==> src/rtl/vend_controller_if.sv <==
// Vending controller bus: handler/selection inputs and vend/refund outputs.
// Latency: n/a (signal bundle only).
// Backpressure: none; every request and pulse is a single-cycle event.
//
// Ports (master drives the requests, slave is the controller):
//   total_currency/currency_ready : running total from the currency handler
//   item_select/item_valid/cancel : selection and refund requests
//   credit/busy/dispense_*/change_*/insufficient/credit_overflow : controller status
interface vend_controller_if #(
   parameter int CURRENCY_WIDTH = 7
);
   logic [CURRENCY_WIDTH-1:0] total_currency;
   logic                      currency_ready;
   logic [1:0]                item_select;
   logic                      item_valid;
   logic                      cancel;
   logic [CURRENCY_WIDTH-1:0] credit;
   logic                      busy;
   logic                      dispense_valid;
   logic [1:0]                dispense_item;
   logic                      change_valid;
   logic [CURRENCY_WIDTH-1:0] change_value;
   logic                      insufficient;
   logic                      credit_overflow;

   modport master (
      output total_currency, currency_ready, item_select, item_valid, cancel,
      input  credit, busy, dispense_valid, dispense_item, change_valid,
             change_value, insufficient, credit_overflow
   );

   modport slave (
      input  total_currency, currency_ready, item_select, item_valid, cancel,
      output credit, busy, dispense_valid, dispense_item, change_valid,
             change_value, insufficient, credit_overflow
   );
endinterface

==> src/rtl/vend_controller.sv <==
// Vending controller: turns the handler's running total into credit, vends from a fixed price table, pays change/refunds.
// Latency: item_valid in N -> dispense_valid in N+1 -> change_valid in N+2 (only when change is due).
// Backpressure: none; item_valid/cancel arriving while busy are dropped, never queued.
//
// Ports:
//   clk  : system clock
//   rstn : synchronous active-low reset
//   vif  : vend_controller_if slave (currency/selection inputs, credit/dispense/change/status outputs)
module vend_controller #(
   parameter int CURRENCY_WIDTH = 7,
   parameter int PRICE_0        = 25,
   parameter int PRICE_1        = 40,
   parameter int PRICE_2        = 50,
   parameter int PRICE_3        = 75
) (
   input logic               clk,
   input logic               rstn,
   vend_controller_if.slave  vif
);

   localparam int W = CURRENCY_WIDTH;

   typedef enum logic [1:0] {
      IDLE   = 2'd0,
      VEND   = 2'd1,
      CHANGE = 2'd2
   } state_t;

   state_t       state;
   logic [W-1:0] credit;
   logic [W-1:0] last_total;
   logic         credit_overflow;
   logic         dispense_valid;
   logic [1:0]   dispense_item;
   logic         change_valid;
   logic [W-1:0] change_value;
   logic         insufficient;

   logic [W-1:0] delta;
   logic [W-1:0] price_sel;
   logic         can_buy;
   logic         buy;
   logic [W-1:0] base;
   logic [W:0]   sum;
   logic         clip;
   logic [W-1:0] credit_nxt;

   function automatic logic [W-1:0] price_of(input logic [1:0] idx);
      case (idx)
         2'd0:    price_of = W'(PRICE_0);
         2'd1:    price_of = W'(PRICE_1);
         2'd2:    price_of = W'(PRICE_2);
         default: price_of = W'(PRICE_3);
      endcase
   endfunction

   // Credit datapath. The modular subtraction keeps the delta correct when
   // the upstream total wraps. Whatever the FSM does this cycle, the delta
   // is added on top of the base value and the result saturates.
   always_comb begin
      delta     = vif.currency_ready ? (vif.total_currency - last_total) : '0;
      price_sel = price_of(vif.item_select);
      can_buy   = (credit >= price_sel);
      buy       = (state == IDLE) && !vif.cancel && vif.item_valid && can_buy;
      base      = credit;
      if (buy) begin
         base = credit - price_sel;
      end else if (state == CHANGE) begin
         // Credit is paid out this cycle; only fresh money is kept.
         base = '0;
      end
      sum        = {1'b0, base} + {1'b0, delta};
      clip       = sum[W];
      credit_nxt = clip ? {W{1'b1}} : sum[W-1:0];
   end

   always_ff @(posedge clk) begin
      if (!rstn) begin
         state           <= IDLE;
         credit          <= '0;
         last_total      <= '0;
         credit_overflow <= 1'b0;
         dispense_valid  <= 1'b0;
         dispense_item   <= '0;
         change_valid    <= 1'b0;
         change_value    <= '0;
         insufficient    <= 1'b0;
      end else begin
         credit <= credit_nxt;
         if (clip) begin
            credit_overflow <= 1'b1;
         end
         if (vif.currency_ready) begin
            last_total <= vif.total_currency;
         end

         dispense_valid <= 1'b0;
         dispense_item  <= '0;
         change_valid   <= 1'b0;
         change_value   <= '0;
         insufficient   <= 1'b0;

         case (state)
            IDLE: begin
               // Cancel has priority; a selection in the same cycle is dropped
               // even when there is nothing to refund.
               if (vif.cancel) begin
                  if (credit != '0) begin
                     state        <= CHANGE;
                     change_valid <= 1'b1;
                     change_value <= credit_nxt;
                  end
               end else if (vif.item_valid) begin
                  if (can_buy) begin
                     state          <= VEND;
                     dispense_valid <= 1'b1;
                     dispense_item  <= vif.item_select;
                  end else begin
                     insufficient <= 1'b1;
                  end
               end
            end
            VEND: begin
               // The change pulse carries the credit register value that the
               // CHANGE cycle will hold, i.e. the remainder plus this delta.
               if (credit_nxt != '0) begin
                  state        <= CHANGE;
                  change_valid <= 1'b1;
                  change_value <= credit_nxt;
               end else begin
                  state <= IDLE;
               end
            end
            CHANGE: begin
               state <= IDLE;
            end
            default: begin
               state <= IDLE;
            end
         endcase
      end
   end

   assign vif.credit          = credit;
   assign vif.busy            = (state != IDLE);
   assign vif.dispense_valid  = dispense_valid;
   assign vif.dispense_item   = dispense_item;
   assign vif.change_valid    = change_valid;
   assign vif.change_value    = change_value;
   assign vif.insufficient    = insufficient;
   assign vif.credit_overflow = credit_overflow;

endmodule

==> src/flat_wrapper.sv <==
// flat-port wrapper written by rule: the top's interface ports become plain ports
module vend_controller_flat 
#(
   parameter int CURRENCY_WIDTH = 7,
   parameter int PRICE_0        = 25,
   parameter int PRICE_1        = 40,
   parameter int PRICE_2        = 50,
   parameter int PRICE_3        = 75
)
  (clk, rstn, vif_total_currency, vif_currency_ready, vif_item_select, vif_item_valid, vif_cancel, vif_credit, vif_busy, vif_dispense_valid, vif_dispense_item, vif_change_valid, vif_change_value, vif_insufficient, vif_credit_overflow);
  vend_controller_if #(.CURRENCY_WIDTH(CURRENCY_WIDTH)) vif_i ();
  input logic clk;
  input logic rstn;
  input wire logic [$bits(vif_i.total_currency)-1:0] vif_total_currency;
  input wire logic [$bits(vif_i.currency_ready)-1:0] vif_currency_ready;
  input wire logic [$bits(vif_i.item_select)-1:0] vif_item_select;
  input wire logic [$bits(vif_i.item_valid)-1:0] vif_item_valid;
  input wire logic [$bits(vif_i.cancel)-1:0] vif_cancel;
  output wire logic [$bits(vif_i.credit)-1:0] vif_credit;
  output wire logic [$bits(vif_i.busy)-1:0] vif_busy;
  output wire logic [$bits(vif_i.dispense_valid)-1:0] vif_dispense_valid;
  output wire logic [$bits(vif_i.dispense_item)-1:0] vif_dispense_item;
  output wire logic [$bits(vif_i.change_valid)-1:0] vif_change_valid;
  output wire logic [$bits(vif_i.change_value)-1:0] vif_change_value;
  output wire logic [$bits(vif_i.insufficient)-1:0] vif_insufficient;
  output wire logic [$bits(vif_i.credit_overflow)-1:0] vif_credit_overflow;
  assign vif_i.total_currency = vif_total_currency;
  assign vif_i.currency_ready = vif_currency_ready;
  assign vif_i.item_select = vif_item_select;
  assign vif_i.item_valid = vif_item_valid;
  assign vif_i.cancel = vif_cancel;
  assign vif_credit = vif_i.credit;
  assign vif_busy = vif_i.busy;
  assign vif_dispense_valid = vif_i.dispense_valid;
  assign vif_dispense_item = vif_i.dispense_item;
  assign vif_change_valid = vif_i.change_valid;
  assign vif_change_value = vif_i.change_value;
  assign vif_insufficient = vif_i.insufficient;
  assign vif_credit_overflow = vif_i.credit_overflow;
  vend_controller #(.CURRENCY_WIDTH(CURRENCY_WIDTH), .PRICE_0(PRICE_0), .PRICE_1(PRICE_1), .PRICE_2(PRICE_2), .PRICE_3(PRICE_3)) u_core (.clk(clk), .rstn(rstn), .vif(vif_i));
endmodule
==> config.mk <==
export PLATFORM = sky130hd
export DESIGN_NAME = vend_controller_flat
export DESIGN_NICKNAME = d
export VERILOG_FILES = /design/src/rtl/vend_controller_if.sv /design/src/rtl/vend_controller.sv /design/src/flat_wrapper.sv
export SDC_FILE = /design/constraint.sdc
export NUM_CORES = 1
export LEC_CHECK = 0
export ABC_AREA = 1
export CAP_MARGIN = 20
export CORE_ASPECT_RATIO = 0.5
export CORE_UTILIZATION = 40
export DETAILED_ROUTE_END_ITERATION = 8
export PLACE_DENSITY_LB_ADDON = 0.15
export SYNTH_ARGS = -nofsm -noshare
export SYNTH_HDL_FRONTEND = slang
export SYNTH_SLANG_ARGS = --single-unit
==> constraint.sdc <==
create_clock -name clk -period 7.2 [get_ports clk]
set_clock_uncertainty 0.05 [all_clocks]
set_input_delay 2.16 -clock clk [delete_from_list [all_inputs] [get_ports clk]]
set_output_delay 2.16 -clock clk [all_outputs]
set_load 0.01 [all_outputs]
==> flow_summary_export.csv <==
group,metric,value,unit
synth,synth-edff-count,0,
clock_tree,cts.htree.levels,2,
grt,grt_pass1_vias,1674,
floorplanning,die_x,101.4,microns
clock_tree,cts_buffer_depth,2,
power,sequentialPowerShare,25.9,%
power,pwr-share-clk,15.0,%
grt,grt_max_degree,18,
sta,max_freq,176.4,MHz
setup_path,path_cells,"clkdlybuf4s50_1 -> inv_1 -> ha_1 -> o21bai_1 -> ha_1 -> a21oi_1 -> nor2_1 -> nor2_2 -> nand3_2 -> nand2_4 -> nand3_1 -> o21ai_1 -> ha_1 -> fa_1 -> or2_2 -> nor2_1 -> nand3_1 -> nor2_1 -> nand3_1 -> nand2_1 -> a21oi_1",
setup_path,crit_type,"input pin to flop",
grt,track_usage,18.61,%
synth,syn_inst,283,
sta,finalSetupViolCount,0,
power,power,905.6,uW
run_status,outcome,"complete, no violations",
sta,hold_viol_final,0,
synth,syn_avg_cell_area,6.977,sq um
drt,wl_per_cell,11.32,microns
power,power_switching,408.6,uW
power,p_leak,1.262,nW
synth,ys.warnings.count,0,
power,switching_share,45.12,%
place,port_buffers,34,
final_layout,diodes,0,
synth,synth_cell_types,30,
clock_tree,postCtsSetupBuffers,0,
floorplanning,initial_core_util,43.17,%
synth,seq_area_frac_synth,29.40,%
sta,tns,0,ns
drt,wirelength,4382,microns
final_layout,nNetsFinal,360,
sta,slew_headroom,58.46,%
synth,synth_fp_nets,323,
synth,synth_top_area_cell,"dfxtp_1",
power,comb_power_share,59.0,%
setup_path,critical_path.max_stage_delay,0.51,ns
grt,overflow,0,
floorplanning,core_area,4573,sq um
drt,vias,1824,
setup_path,required,7.33,ns
sta,rsz0062_at_grt,"no",
worst_hold_path,hp-class,"flop to flop",
drt,drc,0,
setup_path,worst-path-max-fanout,14,
floorplanning,die_h,51.68,microns
floorplanning,io_pins,35,
place,dpl.hpwl,3544,microns
drt,vias_per_cell,4.713,
synth,ys_top_cells_by_area,"dfxtp_1, ha_1, inv_1, nand2_1, nor2_1",
power,p_per_area,368.5,nW/um^2
drt,drt-initial-drc-count,68,
floorplanning,fp.dieArea,5238,sq um
final_layout,num-fill-cells,443,
sta,tightest_slew,0.6211,ns
sta,hold_ws,0.4131,ns
power,ir_worst_vdd,106.7,uV
synth,syn_area,1974,sq um
floorplanning,fp-row-count,17,
clock_tree,clk_pin_slew,0.07,ns
clock_tree,cts_buffers,5,
synth,ys_ff_latch,29,
clock_tree,cts_resized,0,
grt,grt_pass1_wl,7238,microns
sta,slew_violations,0,
sta,layout_min_cycle_time,5.670,ns
setup_path,cp_slowest_cell,"clkdlybuf4s50_1",
setup_path,cp-start-kind,"input pin",
synth,synthFlopType,"dfxtp_1",
clock_tree,clkLatencyLatePin,0.29,ns
synth,netlist.area_leader.share,29.40,%
place,gp_congestion,0.8401,
clock_tree,cts-root-buf,"clkbuf_8",
final_layout,area_growth,24.46,%
synth,synth_async_sr_flop_share,0,%
drt,ant_nets,0,
sta,fin_crit_sh,78.75,%
setup_path,crit_arrival,5.80,ns
clock_tree,clock_sinks,29,
power,intPower,496.9,uW
grt,antenna_found_initial,0,
setup_path,end_kind,"flop",
synth,synth_top_cells_by_count,"inv_1, nand2_1, nor2_1, dfxtp_1, ha_1",
run,drv_cap,0,
clock_tree,cts_tree,"yes",
clock_tree,cts.hold.buffers_added,0,
drt,drt_pass1_iterations,4,
final_layout,drive_gt1_share,4.673,%
power groups by stage:
stage               clock network, mW  logic (mW)  registers (mW)
floorplan                           0       0.352           0.248
global placement                    0       0.525           0.237
detailed placement                  0       0.528           0.238
CTS                             0.138       0.533           0.234
global route                    0.148       0.604           0.239
finish                          0.136       0.535           0.235
cell usage in the layout, fill, tap and decap left out, types with 2 or more instances in the layout:
cell	instances
xor2_1	2
nand2_1	50
nand4_1	3
ha_1	23
dfxtp_1	29
xnor2_1	4
nand3_1	17
o21ai_1	7
clkdlybuf4s50_1	34
clkbuf_8	5
a21oi_1	20
nor2_1	37
o21ai_0	17
inv_1	50
clkinv_2	2
fa_1	3
nor3_1	3
registers in the layout (all words and copies together) (netlist names):
| signal | flops |
|---|---|
| u_core.last_total | 7 |
| u_core.state | 2 |
| u_core.vif.change_valid | 1 |
| u_core.vif.change_value | 7 |
| u_core.vif.credit | 7 |
| u_core.vif.credit_overflow | 1 |
| u_core.vif.dispense_item | 2 |
| u_core.vif.dispense_valid | 1 |
| u_core.vif.insufficient | 1 |
area by class of cell:
class / count / area, sq um / area share [%]
clock buffers: 5 / 68.82 / 2.800
clock inverters: 3 / 17.52 / 0.7128
inverters: 50 / 187.7 / 7.637
multi-input cells: 200 / 1180 / 48.01
flip-flops and latches: 29 / 580.6 / 23.63
well taps: 66 / 82.58 / 3.360
repair buffers: 34 / 340.3 / 13.85
worst max-delay path: cells and delay by family:
| family | cells | cell delay (ns) |
|---|---|---|
| AO/OA/AOI/OAI | 4 | 0.50 |
| adder cells (fa/ha/maj) | 4 | 1.22 |
| buffers and inverters | 2 | 0.62 |
| AND/OR/NAND/NOR | 11 | 1.30 |
cells by family (layout without fill, tap and decap cells):
group	count (synthesis)	in the layout	synth area share, %
buffers and inverters	54	92	10.84
AOI/OAI and AO/OA	48	48	12.67
and+or+nand+nor	119	119	25.98
DFF	29	29	29.40
xor gates and xnor gates	7	7	3.486
adders and majority gates	26	26	17.62
per-layer routing:
layer / GRT usage (%) / up-vias / part of all wire, %
li1: - / 978 / -
met1: 23.77 / 804 / 52
met5: 0 / - / 0
met3: 6.989 / 5 / 4.3
met4: 4.348 / 0 / 0.71
met2: 29.93 / 37 / 43
through the flow:
| stage | cell area (sq um) | instances | setup WS (ns) | util, % |
|---|---|---|---|---|
| floorplan | 1974 | 283 | 2.027 | - |
| global placement | 2371 | 379 | 1.313 | 51.85 |
| detailed placement | 2371 | 379 | 1.247 | 51.85 |
| CTS | 2457 | 387 | 1.537 | 53.73 |
| global route | 2457 | 387 | 1.219 | 53.73 |
| finish | 2457 | 387 | 1.530 | 53.73 |
path summary, 6_finish.rpt:
path | from | end | slack [ns] | depth (start not counted)
max | vif_item_select[0] | u_core.vif.change_value[3]$_SDFF_PN0_ | 1.53 | 21
min reg2reg | u_core.last_total[2]$_SDFFE_PN0P_ | u_core.last_total[2]$_SDFFE_PN0P_ | 0.41 | 2
max reg2reg | u_core.vif.credit[0]$_SDFF_PN0_ | u_core.vif.change_value[3]$_SDFF_PN0_ | 3.93 | 23
min | u_core.last_total[2]$_SDFFE_PN0P_ | u_core.last_total[2]$_SDFFE_PN0P_ | 0.41 | 2
Note: power is estimated with default switching activity, not from simulation.
